File: config.mk
export PLATFORM = sky130hd
export DESIGN_NAME = adder_serial_n_flat
export DESIGN_NICKNAME = d
export VERILOG_FILES = /design/src/rtl/adder_serial_n_pkg.sv /design/src/rtl/adder_serial_n_if.sv /design/src/rtl/adder_serial_n_ripple.sv /design/src/rtl/adder_serial_n.sv /design/src/flat_wrapper.sv
export SDC_FILE = /design/constraint.sdc
export NUM_CORES = 1
export LEC_CHECK = 0
export ABC_CLOCK_PERIOD_IN_PS = 5700
export CAP_MARGIN = 20
export CORE_ASPECT_RATIO = 1.2
export CORE_MARGIN = 2
export CORE_UTILIZATION = 45
export CTS_CLUSTER_DIAMETER = 150
export DETAILED_ROUTE_END_ITERATION = 10
export DONT_BUFFER_PORTS = 1
export GPL_TIMING_DRIVEN = 0
export SLEW_MARGIN = 20
export SYNTH_ARGS = -nofsm -noshare
export SYNTH_HDL_FRONTEND = slang
export SYNTH_SLANG_ARGS = --single-unit
File: constraint.sdc
create_clock -name clk_in -period 5.7 [get_ports clk_in]
set_clock_uncertainty 0.2 [all_clocks]
set_input_delay 1.14 -clock clk_in [delete_from_list [all_inputs] [get_ports clk_in]]
set_output_delay 1.14 -clock clk_in [all_outputs]
set_load 0.03 [all_outputs]
File: src/rtl/adder_serial_n_pkg.sv
// -----------------------------------------------------------------------------
// adder_pkg
// Shared definitions for the serial adder/subtractor:
//   state_e          - FSM state encoding (IDLE, RUN, DONE)
//   cnt_width()      - chunk-counter width, $clog2(nchunk) but never below 1
// -----------------------------------------------------------------------------
package adder_pkg;

   typedef enum logic [1:0] {
      ST_IDLE = 2'd0,
      ST_RUN  = 2'd1,
      ST_DONE = 2'd2
   } state_e;

   // A single-chunk configuration still needs a 1-bit counter.
   function automatic int cnt_width(input int nchunk);
      return (nchunk <= 1) ? 1 : $clog2(nchunk);
   endfunction

endpackage

File: src/rtl/adder_serial_n_if.sv
// -----------------------------------------------------------------------------
// adder_serial_n_if
// Request/result bundle of the serial adder.
//   master : drives start_in, sub_in, a_in, b_in, c_in; observes results
//   slave  : the adder itself; drives busy_out, done_out, sum_out,
//            carry_out, overflow_out
// -----------------------------------------------------------------------------
interface adder_serial_n_if #(
   parameter int WIDTH = 16
);
   logic             start_in;
   logic             sub_in;
   logic [WIDTH-1:0] a_in;
   logic [WIDTH-1:0] b_in;
   logic             c_in;
   logic             busy_out;
   logic             done_out;
   logic [WIDTH-1:0] sum_out;
   logic             carry_out;
   logic             overflow_out;

   modport master (
      output start_in, sub_in, a_in, b_in, c_in,
      input  busy_out, done_out, sum_out, carry_out, overflow_out
   );

   modport slave (
      input  start_in, sub_in, a_in, b_in, c_in,
      output busy_out, done_out, sum_out, carry_out, overflow_out
   );
endinterface

File: src/rtl/adder_serial_n_ripple.sv
// -----------------------------------------------------------------------------
// full_adder / ripple_adder_n
// full_adder     : single-bit cell; a_in, b_in, c_in -> sum_out, carry_out
// ripple_adder_n : N-bit ripple chain of full_adder cells
//   a_in[N], b_in[N], c_in  operands and carry-in
//   sum_out[N], carry_out   N-bit sum and carry out of bit N-1
//   msb_carry_out           carry into bit N-1 (for signed overflow)
// -----------------------------------------------------------------------------
module full_adder (
   input  logic a_in,
   input  logic b_in,
   input  logic c_in,
   output logic sum_out,
   output logic carry_out
);
   assign sum_out   = a_in ^ b_in ^ c_in;
   assign carry_out = (a_in & b_in) | (c_in & (a_in ^ b_in));
endmodule

module ripple_adder_n #(
   parameter int N = 4
) (
   input  logic [N-1:0] a_in,
   input  logic [N-1:0] b_in,
   input  logic         c_in,
   output logic [N-1:0] sum_out,
   output logic         carry_out,
   output logic         msb_carry_out
);
   // c_s[i] is the carry into bit i; c_s[N] leaves the slice.
   logic [N:0] c_s;

   assign c_s[0] = c_in;

   for (genvar i = 0; i < N; i++) begin : g_bit
      full_adder u_fa (
         .a_in      (a_in[i]),
         .b_in      (b_in[i]),
         .c_in      (c_s[i]),
         .sum_out   (sum_out[i]),
         .carry_out (c_s[i+1])
      );
   end

   assign carry_out     = c_s[N];
   assign msb_carry_out = c_s[N-1];
endmodule

File: src/rtl/adder_serial_n.sv
// -----------------------------------------------------------------------------
// adder_serial_n
// Multi-cycle adder/subtractor: CHUNK bits per clock, LS chunk first.
//   clk_in  : clock, rising edge
//   rst_in  : synchronous active-high reset
//   bus     : adder_serial_n_if.slave (start/sub/a/b/c in,
//             busy/done/sum/carry/overflow out)
// Start is accepted in IDLE or DONE; results update only on entry to DONE.
// -----------------------------------------------------------------------------
module adder_serial_n
   import adder_pkg::*;
#(
   parameter int WIDTH = 16,
   parameter int CHUNK = 4
) (
   input  logic             clk_in,
   input  logic             rst_in,
   adder_serial_n_if.slave  bus
);
   localparam int NCHUNK = WIDTH / CHUNK;
   localparam int CW     = cnt_width(NCHUNK);
   localparam logic [CW-1:0] LAST_CNT = CW'(NCHUNK - 1);

   if ((WIDTH % CHUNK) != 0) begin : g_bad_chunk
      $error("adder_serial_n: WIDTH must be a multiple of CHUNK");
   end
   if ((CHUNK < 1) || (CHUNK > WIDTH)) begin : g_bad_range
      $error("adder_serial_n: CHUNK must lie in 1..WIDTH");
   end

   state_e           state_q, state_d;
   logic [WIDTH-1:0] a_q, a_d;
   logic [WIDTH-1:0] b_q, b_d;
   logic             carry_q, carry_d;
   logic [WIDTH-1:0] work_q, work_d;
   logic [CW-1:0]    cnt_q, cnt_d;
   logic [WIDTH-1:0] sum_q, sum_d;
   logic             cout_q, cout_d;
   logic             ovf_q, ovf_d;

   logic [CHUNK-1:0]       slice_sum_s;
   logic                   slice_cout_s;
   logic                   slice_msb_s;
   logic [WIDTH+CHUNK-1:0] work_cat_s;
   logic [WIDTH-1:0]       work_shift_s;

   ripple_adder_n #(.N(CHUNK)) u_slice (
      .a_in          (a_q[CHUNK-1:0]),
      .b_in          (b_q[CHUNK-1:0]),
      .c_in          (carry_q),
      .sum_out       (slice_sum_s),
      .carry_out     (slice_cout_s),
      .msb_carry_out (slice_msb_s)
   );

   // New chunk enters at the top; written as a concatenate-and-drop so that
   // CHUNK == WIDTH needs no special case.
   assign work_cat_s   = {slice_sum_s, work_q};
   assign work_shift_s = work_cat_s[WIDTH+CHUNK-1:CHUNK];

   // Next-state, datapath and result-register update logic.
   always_comb begin
      state_d = state_q;
      a_d     = a_q;
      b_d     = b_q;
      carry_d = carry_q;
      work_d  = work_q;
      cnt_d   = cnt_q;
      sum_d   = sum_q;
      cout_d  = cout_q;
      ovf_d   = ovf_q;
      case (state_q)
         ST_IDLE, ST_DONE: begin
            if (bus.start_in) begin
               a_d = bus.a_in;
               // Subtraction is a + ~b + 1; the add-mode carry-in is ignored.
               if (bus.sub_in) begin
                  b_d     = ~bus.b_in;
                  carry_d = 1'b1;
               end else begin
                  b_d     = bus.b_in;
                  carry_d = bus.c_in;
               end
               work_d  = {WIDTH{1'b0}};
               cnt_d   = {CW{1'b0}};
               state_d = ST_RUN;
            end else begin
               state_d = ST_IDLE;
            end
         end
         ST_RUN: begin
            a_d     = a_q >> CHUNK;
            b_d     = b_q >> CHUNK;
            carry_d = slice_cout_s;
            work_d  = work_shift_s;
            cnt_d   = cnt_q + CW'(1);
            if (cnt_q == LAST_CNT) begin
               // Last slice holds bit WIDTH-1, so its carries give overflow.
               state_d = ST_DONE;
               sum_d   = work_shift_s;
               cout_d  = slice_cout_s;
               ovf_d   = slice_cout_s ^ slice_msb_s;
            end else begin
               state_d = ST_RUN;
            end
         end
         default: begin
            state_d = ST_IDLE;
         end
      endcase
   end

   // State, working and result registers with synchronous reset.
   always_ff @(posedge clk_in) begin
      if (rst_in) begin
         state_q <= ST_IDLE;
         a_q     <= {WIDTH{1'b0}};
         b_q     <= {WIDTH{1'b0}};
         carry_q <= 1'b0;
         work_q  <= {WIDTH{1'b0}};
         cnt_q   <= {CW{1'b0}};
         sum_q   <= {WIDTH{1'b0}};
         cout_q  <= 1'b0;
         ovf_q   <= 1'b0;
      end else begin
         state_q <= state_d;
         a_q     <= a_d;
         b_q     <= b_d;
         carry_q <= carry_d;
         work_q  <= work_d;
         cnt_q   <= cnt_d;
         sum_q   <= sum_d;
         cout_q  <= cout_d;
         ovf_q   <= ovf_d;
      end
   end

   assign bus.busy_out     = (state_q == ST_RUN);
   assign bus.done_out     = (state_q == ST_DONE);
   assign bus.sum_out      = sum_q;
   assign bus.carry_out    = cout_q;
   assign bus.overflow_out = ovf_q;

endmodule

File: src/flat_wrapper.sv
// flat-port wrapper written by rule: the top's interface ports become plain ports
module adder_serial_n_flat import adder_pkg::*;
#(
   parameter int WIDTH = 16,
   parameter int CHUNK = 4
)
  (clk_in, rst_in, bus_start_in, bus_sub_in, bus_a_in, bus_b_in, bus_c_in, bus_busy_out, bus_done_out, bus_sum_out, bus_carry_out, bus_overflow_out);
  adder_serial_n_if #(.WIDTH(WIDTH)) bus_i ();
  input  logic clk_in;
  input  logic rst_in;
  input wire logic [$bits(bus_i.start_in)-1:0] bus_start_in;
  input wire logic [$bits(bus_i.sub_in)-1:0] bus_sub_in;
  input wire logic [$bits(bus_i.a_in)-1:0] bus_a_in;
  input wire logic [$bits(bus_i.b_in)-1:0] bus_b_in;
  input wire logic [$bits(bus_i.c_in)-1:0] bus_c_in;
  output wire logic [$bits(bus_i.busy_out)-1:0] bus_busy_out;
  output wire logic [$bits(bus_i.done_out)-1:0] bus_done_out;
  output wire logic [$bits(bus_i.sum_out)-1:0] bus_sum_out;
  output wire logic [$bits(bus_i.carry_out)-1:0] bus_carry_out;
  output wire logic [$bits(bus_i.overflow_out)-1:0] bus_overflow_out;
  assign bus_i.start_in = bus_start_in;
  assign bus_i.sub_in = bus_sub_in;
  assign bus_i.a_in = bus_a_in;
  assign bus_i.b_in = bus_b_in;
  assign bus_i.c_in = bus_c_in;
  assign bus_busy_out = bus_i.busy_out;
  assign bus_done_out = bus_i.done_out;
  assign bus_sum_out = bus_i.sum_out;
  assign bus_carry_out = bus_i.carry_out;
  assign bus_overflow_out = bus_i.overflow_out;
  adder_serial_n #(.WIDTH(WIDTH), .CHUNK(CHUNK)) u_core (.clk_in(clk_in), .rst_in(rst_in), .bus(bus_i));
endmodule
* Word level (Yosys, flattened, before mapping) *
Index checks and enable logic that the tools add are counted.
Widths: inputs -> output; s select.

storage, ports and cells
  flip-flop bits (word level) = 71
  input port bits = 37
  output and inout port bits = 20
  word-level logic and storage cells = 56

operators by class
  $add $sub $neg = 1
  equal/unequal tests = 4
  muxes and demuxes = 15
  bitwise gates (word level) = 22
  reduce and logical (&&, ||, !) cells = 5

operators with widths
  cell                 number
  $pmux 16 s2          3
  $mux 16              4
  $not 16->16          1
  $xor 1x1->1          9
  $and 1x1->1          8
  $pmux 2 s2           2
  $eq 2x2->1 const B   2
  $mux 2               2
  $or 1x1->1           4
  $reduce_and 2->1     2
  $mux 1               3
  $add 2x1->2 const B  1
  $eq 2x1->1 const B   1
  $logic_not 2->1      1
  $ne 2x2->1 const B   1
  $pmux 1 s2           1
  $reduce_bool 2->1    1
  $reduce_or 2->1      1

* Depth between registers and ports, before layout *
  word-level depth = 10
  depth in mapped cells = 11

* Hierarchy *
Synthesis repeated with hierarchy kept, for this count alone.

second synthesis, totals
  cells, all modules = 324
  area total of the unflattened synthesis = 2793.9 um^2

by module, submodules not included
  module          times used  cells each  area an instance (um^2)  seq. area each (um^2)
  adder_serial_n  1           320         2713.9                   1341.3
  full_adder      4           1           20.0                     0.0

* Worst setup path before layout *
OpenSTA, ideal clock, no wires.

  path kind = register -> register
  from = register u_core.b_q[0]
  to = register u_core.sum_q[15] (netlist: u_core.bus.sum_out[15])
  data arrival time = 1.995 ns
  path slack = 3.373 ns
  cell stages (with the launch flop) = 11
  path through = dfxtp_1 inv_1 fa_1 inv_1 fa_1 inv_1 fa_1 inv_1 fa_1 nand2_1 a21oi_1

on the way
  longest elaborated chain between the ends = 8
  elaborated cells on any way between the ends = 9
  those cells by class = bitwise (9)

ends and longest elaborated chain
  item                                            line                         RTL
  start: declaration                              adder_serial_n.sv:33         logic [WIDTH-1:0] b_q, b_d;
  start signal: assignment                        adder_serial_n.sv:118        b_q <= {WIDTH{1'b0}};
  $xor 1x1->1                                     adder_serial_n_ripple.sv:17  assign carry_out = (a_in & b_in) | (c_in & (a_in ^ b_in));
  $and 1x1->1                                     adder_serial_n_ripple.sv:17
  $or 1x1->1 (*)                                  adder_serial_n_ripple.sv:17
  $and 1x1->1 (*)                                 adder_serial_n_ripple.sv:17
  $or 1x1->1 (*)                                  adder_serial_n_ripple.sv:17
  $and 1x1->1 (*)                                 adder_serial_n_ripple.sv:17
  $or 1x1->1 (*)                                  adder_serial_n_ripple.sv:17
  $xor 1x1->1 (*)                                 adder_serial_n_ripple.sv:16  assign sum_out = a_in ^ b_in ^ c_in;
  named net u_core.u_slice.g_bit[3].u_fa.sum_out  adder_serial_n_ripple.sv:13  output logic sum_out,
  end signal: assignment                          adder_serial_n.sv:122        sum_q <= {WIDTH{1'b0}};
  end signal: assignment                          adder_serial_n.sv:132        sum_q <= sum_d;
  end: declaration                                adder_serial_n.sv:37         logic [WIDTH-1:0] sum_q, sum_d;

Mark *: on every way through the listed nets, which the timed path passes. The rest lies on a longest branch.
A chain may end at the register's enable or synchronous reset.

* Final worst setup path *
  from = register u_core.state_q[0]
  to = output port bus_busy_out

on the way
  longest elaborated chain between the ends = 1

ends and longest elaborated chain
  item                      line                   RTL
  start: declaration        adder_serial_n.sv:31   state_e state_q, state_d;
  start signal: assignment  adder_serial_n.sv:126  state_q <= state_d;
  $eq 2x1->1                adder_serial_n.sv:138  assign bus.busy_out = (state_q == ST_RUN);
  end: declaration          flat_wrapper.sv:16     output wire logic [$bits(bus_i.busy_out)-1:0] bus_busy_out;

Every way passes these cells.

==> results.toml <==
[clocking]
cts-htree-levels = 3
cts.clk_slew.worst_paths_ps = 80
ctsResizeCount = 0
cts.sinks = 67
numCtsBuffers = 9
cts_tree = "done"
hold_buffers = 0
postCtsSetupRepairBufs = 0
clk_path_buf_depth = 2
clk_latency_ps = 330
clockRootBuffer = "clkbuf_8"

[grt]
grt_pass1_vias = 2268
grt_pass1_wl_um = 11000
grt_usage_pct = 20.0
grt.overflow.total = 0
grt_max_degree = 12
antenna_found_initial = 0

[synth]
synthTopCellsByArea = "dfxtp_1, a21oi_1, nand3_1"
ys_types = 25
synth_most_common_cell = "dfxtp_1"
yosysSeqAreaShare_pct = 47.7
ys_warn_count = 0
syn_inst = 331
ys_ff_latch = 67
synthTopCellsByCount = "dfxtp_1, a21oi_1, nand2_1"
synth_area_um2 = 2810
synthArstFlopShare_pct = 0
yosysTopAreaCell = "dfxtp_1"
ys.flop_type = "dfxtp_1"
synth_edf_count = 0
yosys.area.top_type_share_pct = 47.7
syn_nets = 373
syn_area_per_cell_um2 = 8.50

[place]
port-buffer-count = 0
place_hpwl_um = 4690
place.gp.congestion = 0.746

[power_and_ir_drop]
power.density_nw_per_um2 = 334
sw_frac_of_total_pct = 24.6
clock_power_share_pct = 41.6
combPwrFrac_pct = 10.4
p_int_w = 0.000788
p_sw_w = 0.000258
p_leak_nw = 1.12
ir_drop_uv = 154
seqPwrFrac_pct = 48.0
total_power_w = 0.00105

[layout]
syn2layout_area_growth_pct = 11.4
fin_nets = 384
antenna_cells = 0
drive_gt1_share_pct = 10.1
n_fill_cell = 638

[worst_setup_path]
path_cells = "nand2b_1, inv_2, buf_4, buf_6"
worst_setup_path_start_kind = "register"
worstSetupPathType = "register to primary output"
critPathRequiredTime_ps = 4360
crit_fanout = 10
slowest_delay_ps = 400
cp_slowest_cell = "dfxtp_1"
cp.arrival_ps = 1380
end_kind = "primary output"

[timing]
max_slew_margin_pct = 58.3
worst_pin_slew_ps = 625
rsz0062_at_grt = "false"
hold_ws_ps = 253
fin_crit_ps = 2720
setup_viol_count_final = 0
final_max_slew_viol_count = 0
setup_tns_ps = 0
timing.final.crit_share_pct = 47.7
hold_viol = 0
clock.fmax_mhz = 368

[floorplanning]
dieArea_um2 = 6900
io_pins = 57
core-area_um2 = 6050
rows = 31
fp.dieH_um = 90.6
start_util_pct = 46.5
die_w_um = 76.2

[drt]
detail_route.wl_per_cell_um = 15.2
first_pass_iters = 4
vias_per_cell = 5.34
drt_iter0_markers = 125
antenna_left = 0
postRouteWirelength_um = 6510
via_count = 2293
drc = 0

[outcome]
status = "finished, final reports clean"

[hold_path]
hp-class = "register to register"

[flow_run]
max_cap_viol_count = 0
cell type report:
class	instances	area [um^2]	area share, %
tap	82	103	3.27
clock buffer	12	145	4.63
clock inverter	4	73.8	2.35
inverter	9	33.8	1.08
buffer	30	168	5.35
multi-input combinational	225	1270	40.5
sequential	67	1340	42.8
cells in the final DEF (no fill, tap or decap), drive strengths merged, types with 2 or more instances in the layout:
cell	instances
xor2	16
fa	4
nand3	47
buf	21
dfxtp	67
nand2b	5
a22oi	24
a21oi	62
clkbuf	21
nand2	52
inv	9
a211oi	2
nor2	4
nor2b	2
clkinv	2
bufinv	2
worst max-delay path: cells and delay by family (launching register included):
kind                   cells  cell delay [ps]
buffers and inverters      3              490
and+or+nand+nor            1              160
DFF                        1              400
registers in the layout (all words and copies together) (netlist names):
register and count:
u_core.b_q 16, u_core.state_q 2, u_core.bus.carry_out 1, u_core.a_q 16, u_core.carry_q 1, u_core.cnt_q 2, u_core.bus.sum_out 16, u_core.bus.overflow_out 1
u_core.work_q 12
worst paths after layout:
kind,start,cells after the start,slack (ps),end
hold reg to reg,u_core.work_q[6],2,250,u_core.bus.sum_out[2]
setup reg to reg,u_core.b_q[0],10,3220,u_core.bus.sum_out[15]
setup / recovery,u_core.state_q[0],4,2980,bus_busy_out
hold / removal,u_core.work_q[6],2,250,u_core.bus.sum_out[2]
power groups by stage:
stage               clock (W)  sequential (W)  combinational [W]
finish               0.000435        0.000502           0.000109
global route         0.000465        0.000504           0.000123
CTS                  0.000442        0.000502           0.000110
detailed placement          0        0.000513           0.000110
global placement            0        0.000512           0.000109
floorplan                   0        0.000509          0.0000851
cells by family (layout without fill, tap and decap cells):
| kind of cell | Yosys count | in the layout | share of synthesized area, % |
|---|---|---|---|
| and+or+nand+nor | 112 | 112 | 18.0 |
| xor gates and xnor gates | 17 | 17 | 5.29 |
| buffers and inverters | 39 | 55 | 7.16 |
| DFF | 67 | 67 | 47.7 |
| AOI/OAI and AO/OA | 91 | 91 | 18.6 |
| adders and majority gates | 5 | 5 | 3.29 |
through the flow:
stage | utilization [%] | cell area [um^2] | instances | setup slack, ps
floorplan | - | 2810 | 331 | 3370
global placement | 48.2 | 2920 | 413 | 3260
detailed placement | 48.2 | 2920 | 413 | 3220
CTS | 51.8 | 3140 | 429 | 2960
global route | 51.8 | 3140 | 429 | 2880
finish | 51.8 | 3140 | 429 | 2980
per-layer routing:
metal  vias up  track usage [%]  part of all wire [%]
met4         0             8.18                   1.5
met3        10             4.50                   4.8
met5         -                0                     0
met1      1062             25.3                    44
met2        62             33.1                    49
li1       1159                -                     -
No activity file was read; power rests on OpenSTA's default activity.
